**src/rtl/fetch_stage.sv**
```systemverilog
// Instruction-fetch stage: owns the PC, issues reads to a 1-cycle synchronous
// instruction memory and presents fetched instructions to IF/ID. A one-entry
// hold buffer absorbs the word returning during a stall; a branch redirect
// kills whatever is presented, held or in flight.
module fetch_stage #(
  parameter int unsigned     N        = 32,
  parameter int unsigned     AW       = 32,
  parameter logic [AW-1:0]   RESET_PC = '0,
  parameter logic [AW-1:0]   PC_STEP  = AW'(4)
) (
  input  logic          CLK,
  input  logic          RST,
  input  logic          stall_i,
  input  logic          halt_i,
  input  logic          branch_taken_i,
  input  logic [AW-1:0] branch_target_i,
  output logic          imem_rd_o,
  output logic [AW-1:0] imem_addr_o,
  input  logic [N-1:0]  imem_data_i,
  output logic [N-1:0]  instruction_o,
  output logic [AW-1:0] pc_o,
  output logic          valid_o
);

  logic [AW-1:0] r_pc;
  logic          r_req;
  logic [AW-1:0] r_req_pc;
  logic          r_hold_v;
  logic [N-1:0]  r_hold_data;
  logic [AW-1:0] r_hold_pc;

  logic          w_issue;
  logic [AW-1:0] w_addr;

  // Issue decision and read address; a branch overrides both stall and halt.
  always_comb begin
    w_issue     = branch_taken_i | (~halt_i & ~stall_i);
    w_addr      = branch_taken_i ? branch_target_i : r_pc;
    imem_rd_o   = w_issue & ~RST;
    imem_addr_o = w_addr;
  end

  // Output select: hold buffer first, then the returning read; nothing during a redirect.
  always_comb begin
    valid_o       = 1'b0;
    instruction_o = '0;
    pc_o          = '0;
    if (!branch_taken_i) begin
      if (r_hold_v) begin
        valid_o       = 1'b1;
        instruction_o = r_hold_data;
        pc_o          = r_hold_pc;
      end else if (r_req) begin
        valid_o       = 1'b1;
        instruction_o = imem_data_i;
        pc_o          = r_req_pc;
      end
    end
  end

  // PC, in-flight request tracking and hold-buffer capture/release.
  always_ff @(posedge CLK or posedge RST) begin
    if (RST) begin
      r_pc        <= RESET_PC;
      r_req       <= 1'b0;
      r_req_pc    <= '0;
      r_hold_v    <= 1'b0;
      r_hold_data <= '0;
      r_hold_pc   <= '0;
    end else begin
      if (w_issue) begin
        r_pc     <= w_addr + PC_STEP;
        r_req    <= 1'b1;
        r_req_pc <= w_addr;
      end else begin
        r_req    <= 1'b0;
      end

      // A stall with no issue guarantees the captured word is the only one pending.
      if (branch_taken_i || !stall_i) begin
        r_hold_v <= 1'b0;
      end else if (r_req && !r_hold_v) begin
        r_hold_v    <= 1'b1;
        r_hold_data <= imem_data_i;
        r_hold_pc   <= r_req_pc;
      end
    end
  end

endmodule

```
**config.mk**
```make
export PLATFORM = sky130hd
export DESIGN_NAME = fetch_stage
export DESIGN_NICKNAME = d
export VERILOG_FILES = /design/src/rtl/fetch_stage.sv
export SDC_FILE = /design/constraint.sdc
export NUM_CORES = 1
export LEC_CHECK = 0
export CAP_MARGIN = 20
export CORE_MARGIN = 5
export CORE_UTILIZATION = 50
export CTS_CLUSTER_SIZE = 14
export DETAILED_ROUTE_END_ITERATION = 6
export PLACE_DENSITY = 0.88
export REMOVE_ABC_BUFFERS = 1
export SYNTH_ARGS = -nofsm -noshare
export SYNTH_HDL_FRONTEND = slang
export SYNTH_SLANG_ARGS = --single-unit
```
**constraint.sdc**
```tcl
create_clock -name CLK -period 5.56 [get_ports CLK]
set_clock_uncertainty 0.2 [all_clocks]
set_input_delay 1.112 -clock CLK [delete_from_list [all_inputs] [get_ports CLK]]
set_output_delay 1.112 -clock CLK [all_outputs]
set_load 0.02 [all_outputs]
```
==> flow_summary.toml, run 1 <==
[worst_setup_path]
slowest_stage = "nor2b_4"
r2r_start = "r_hold_v"
crit_chain = "nor2b_1, nor2b_4, buf_4, a22o_1, clkdlybuf4s50_1"
endpoint_kind = "output port"
path_max_fanout = 27
cp.arrival_ns = 3.09
crit_start = "r_hold_v"
critical_path.startpoint_type = "register"
crit_required_ns = 4.25
max_stage_delay_ns = 0.64
critical_path_class = "register to output port"

[pwr]
power_density_nw_per_um2 = 341
p_total_mw = 3.10
ir_drop_mv = 0.190
p_leak_nw = 3.86

[synth]
synthesis.area_um2 = 6720
synth_cells = 631
netlist-cell-type-count = 47
synth_flop_cell = "dfrtp_1"
yosysSeqAreaShare_pct = 47.7
synth_edf_count = 0
ys_ff_latch = 128
synth.avg_cell_area_um2 = 10.6
yosysWarnings = 0
async_reset_ff_share_pct = 100

[final_layout]
n_antenna_cell = 0
drive_gt1_share_pct = 17.6
postLayoutCoreUtil_pct = 69.1
final_area_um2 = 9110
fin_cells = 977
num-nets-final = 858
nFillCells = 927
area_growth_pct = 35.6

[cts]
clock-sinks = 128
path_clk_slew_ns = 0.06
cts_setup_buffers = 0
clockRootBuffer = "clkbuf_16"
clk_latency_ns = 0.41
hold_buffers = 0
htreeDepth = 4
cts_tree = "done"
numCtsBuffers = 17
cts-resized-gates = 0
clockBufferDepth = 2

[placement]
dp_hpwl_mm = 12.5
dpl-instance-area_um2 = 8540
dp_cells = 945
pre_cts_ws_ns = 1.18
place_congestion = 0.813
io_buffers = 166

[timing]
max_slew.worst_pin.slew_ns = 0.962
fin_crit_ns = 4.41
finalSetupViolations = 0
holdWs_ns = 0.285
max_slew_margin_pct = 35.9
rsz0062_at_grt = "false"
fin_ws_ns = 1.15
fin_setup_tns_ns = 0
layout_worst_path_cycle_share_pct = 79.3
fmax_mhz = 227
final_max_slew_viol_count = 0
finalHoldViolCount = 0

[drt]
ant_nets = 0
drc = 0
first_pass_iters = 5
drtIter0Drc = 466
post_drt_wl_per_cell_um = 18.2
viasPerCell = 5.65
drt_wl_total_mm = 17.8
vias = 5520

[min_path]
hold_path_class = "register to register"
holdCritStartpoint = "r_pc[31]"

[run_status]
run_status = "finished clean"

[floorplanning]
dieHeight_um = 126
io_pins = 167
fp.dieArea_um2 = 15900
core_um2 = 13200
fp.dieW_um = 126
start_util_pct = 50.9
fp-row-count = 42

[grt]
grt_pass1_vias = 5555
grt_max_degree = 77
grt_usage_pct = 22.2
antenna_found_initial = 0
grt_pass1_wl_mm = 28.5
grt.overflow.total = 0

[run]
drv_cap = 0
-- cell families (layout without fill, tap and decap cells) --
logic type               count (synthesis)  in the layout  share of synthesized area [%]
buffers and inverters                   68            238                           4.49
flip-flops                             128            128                           47.7
XOR/XNOR                                17             17                           2.22
AO/OA/AOI/OAI                          139            139                           15.5
adder cells (fa/ha/maj)                  1              1                          0.186
multiplexers                           105            105                           17.1
AND/OR/NAND/NOR                        173            173                           12.9
-- flip-flops by register name, summed over array words and instances, names as in the netlist --
register,cells
r_req_pc,30
r_req,1
r_pc,32
r_hold_v,1
r_hold_pc,32
r_hold_data,32
-- cells in the mapped netlist (12+ instances only) --
master / instances / area (µm²)
inv_1: 25 / 93.8
buf_1: 12 / 45.0
nand2_1: 38 / 143
nor2_1: 74 / 278
mux2i_1: 29 / 290
a21oi_1: 48 / 240
nand3_1: 14 / 70.1
dfrtp_1: 128 / 3200
clkbuf_1: 15 / 56.3
a22o_1: 55 / 482
mux2_2: 76 / 856
xnor2_1: 16 / 140
-- final timing paths --
| kind | endpoint | slack (ns) | cells after the start |
|---|---|---|---|
| setup / recovery | pc_o[25] | 1.15 | 5 |
| hold / removal | r_pc[31] | 0.29 | 2 |
| setup reg to reg | r_hold_data[2] | 1.95 | 6 |
| hold reg to reg | r_pc[31] | 0.29 | 2 |
| max in group asynchronous | r_req_pc[9] | 3.05 | 3 |
| min in group asynchronous | r_pc[3] | 1.10 | 2 |
-- layout by cell type (no fill, tap or decap), drive strengths merged, types with 5 or more instances in the layout --
cell type	count
a22oi	6
nor4	5
mux2	76
clkbuf	22
nand3b	6
nand4b	5
nand2	38
mux2i	29
o31ai	5
a22o	55
inv	25
xnor2	16
a21oi	48
clkinv	5
dfrtp	128
clkdlybuf4s50	165
o21a	7
nand3	15
buf	16
nand4	14
nor2	74
-- worst max-delay path, delay by kind of cell (launching register included) --
family / cells / cell delay [ns]
buffers and inverters: 2 / 0.97
AND/OR/NAND/NOR: 2 / 0.94
AO/OA/AOI/OAI: 1 / 0.19
flip-flops: 1 / 0.57
-- power breakdown --
group          switching (mW)  total (mW)  leakage [nW]  internal [mW]
combinational           0.382       0.782          2.10          0.400
clock                   0.393        1.05         0.274          0.657
sequential              0.139        1.27          1.48           1.13
-- cell type report --
class | instances | area [µm²] | share of cell area (%)
sequential | 128 | 3200 | 35.1
timing repair buffer | 181 | 1790 | 19.7
clock inverter | 10 | 85.1 | 0.934
multi-input combinational | 435 | 3230 | 35.4
inverter | 25 | 96.3 | 1.06
tap | 176 | 220 | 2.42
clock buffer | 22 | 484 | 5.31
-- routing by layer --
layer / vias to the layer above / wire length [µm] / global-route usage, %
met1: 2722 / 7560 / 27.8
met2: 186 / 8890 / 37.4
met4: 0 / 472 / 9.09
met3: 32 / 828 / 4.61
met5: - / 0 / 0
li1: 2580 / - / -
No activity file was read; power rests on OpenSTA's default activity.
==> inputs of run 2 (changes only) <==
- CORE_UTILIZATION: 50 -> 45
- PLACE_DENSITY: 0.88 -> 0.84
- clock period: 5.56 -> 3.87 ns (I/O delays scaled with it)
==> flow_summary.toml, run 2 (synthesized netlist as in run 1, its figures left out) <==
[run_status]
run_status = "finished clean"

[timing]
finalHoldViolCount = 0
rsz0062_at_grt = "false"
finalSetupViolations = 0
fin_setup_tns_ns = 0
max_slew.worst_pin.slew_ns = 0.746
holdWs_ns = 0.302
max_slew_margin_pct = 50.3
final_max_slew_viol_count = 0
fin_crit_ns = 3.60
fin_ws_ns = 0.268
layout_worst_path_cycle_share_pct = 93.1
fmax_mhz = 278

[cts]
clock-sinks = 128
clockRootBuffer = "clkbuf_16"
numCtsBuffers = 17
clk_latency_ns = 0.41
cts_setup_buffers = 0
clockBufferDepth = 2
cts_tree = "done"
hold_buffers = 0
cts-resized-gates = 0
htreeDepth = 4
path_clk_slew_ns = 0.06

[min_path]
min_to = "r_pc[26]"
min_path_cells = 2
hold_path_class = "register to register"
holdCritStartpoint = "r_pc[26]"

[worst_setup_path]
path_max_fanout = 56
critical_path_class = "register to output port"
critical_path.startpoint_type = "register"
endpoint_kind = "output port"
r2r_start = "r_req"
reg2reg_depth = 6
cp.arrival_ns = 2.63
r2r-end = "r_hold_data[17]"
r2r_setup_slack_ns = 1.09
crit_required_ns = 2.90

[grt]
grt.overflow.total = 0
grt_pass1_wl_mm = 29.1
antenna_found_initial = 0
grt_max_degree = 57
grt_pass1_vias = 5625
grt_usage_pct = 20.4

[final_layout]
postLayoutCoreUtil_pct = 63.8
area_growth_pct = 38.5
n_antenna_cell = 0
final_common_cell = "clkdlybuf4s50_1"
num-nets-final = 874
drive_gt1_share_pct = 19.0
layout_common_cells = "clkdlybuf4s50_1, dfrtp_1, mux2_2"
reg_top3 = "r_hold_data x32, r_hold_pc x32, r_pc x32"

[floorplanning]
core_um2 = 14600
fp-row-count = 44
dieHeight_um = 132
start_util_pct = 46.1
fp.dieArea_um2 = 17500
fp.dieW_um = 132
io_pins = 167

[drt]
drt_wl_total_mm = 18.0
first_pass_iters = 5
vias = 5557
ant_nets = 0
viasPerCell = 5.55
post_drt_wl_per_cell_um = 18.0
drtIter0Drc = 308
drc = 0

[pwr]
p_leak_nw = 3.97
ir_drop_mv = 0.312
power_density_nw_per_um2 = 488

[run]
drv_cap = 0

[placement]
pre_cts_ws_ns = 0.368
dp_hpwl_mm = 12.5
place_congestion = 0.839
io_buffers = 166
-- run 2: changes by cell type in the layout (fill, tap and decap cells not counted) --
cell / previous run / this run
buf_12: 2 / 5
buf_4: 13 / 26
clkbuf_1: 1 / 3
clkbuf_8: 4 / 8
clkinv_2: 5 / 3
clkinvlp_4: 4 / 0
-- run 2: final cells by class --
| type | count | area [µm²] |
|---|---|---|
| inverters | 25 | 96.3 |
| fillers | 1154 | 5290 |
| clock buffers | 28 | 547 |
| repair buffers | 197 | 1950 |
| multi-input cells | 435 | 3230 |
| well taps | 184 | 230 |
| clock inverters | 4 | 45.0 |
| flip-flops and latches | 128 | 3200 |
-- run 2: worst max-delay path by stage --
stage                    from              end  slack [ns]  cells past startpoint
3_5_place_dp   branch_taken_i  imem_addr_o[28]        0.37                      5
3_3_place_gp   branch_taken_i  imem_addr_o[28]        0.35                      5
4_1_cts                 r_req         pc_o[24]        0.23                      5
6_report                r_req         pc_o[20]        0.27                      5
2_1_floorplan  branch_taken_i   r_hold_data[0]       -1.23                      3
5_1_grt                 r_req         pc_o[24]        0.18                      5
-- run 2: critical path, stage by stage (launching register included) --
cell             delay, ns
dfrtp_1               0.53
nor2b_1               0.33
nor2b_4               0.23
buf_12                0.28
a22o_1                0.21
clkdlybuf4s50_1       0.60
-- run 2: metrics by stage --
stage,cell area [µm²],total power [mW],instances
after floorplan,6510,2.48,588
after global placement,8710,2.95,969
after detailed placement,8710,2.99,969
after CTS,9300,4.57,1001
after global routing,9300,4.75,1001
final,9300,4.54,1001
-- run 2: layer usage --
layer	part of all wire (%)	track usage [%]	up-vias
met5	0	0	-
met4	1.9	7.41	0
met3	4.6	4.73	25
met2	49	33.8	157
met1	44	26.2	2750
li1	-	-	2625
-- run 2: report_power, final --
part           total [mW]  leakage (nW)  internal (mW)  switching [mW]
combinational        1.15          2.19          0.597           0.556
clock                1.57         0.296           1.02           0.557
sequential           1.82          1.48           1.63           0.190
total                4.54          3.97           3.24            1.30
==> inputs of run 3 (changes only) <==
- CAP_MARGIN: 20 -> unset
==> results of run 3 <==
No change in the layout: final DEF, timing and power equal those of run 2.
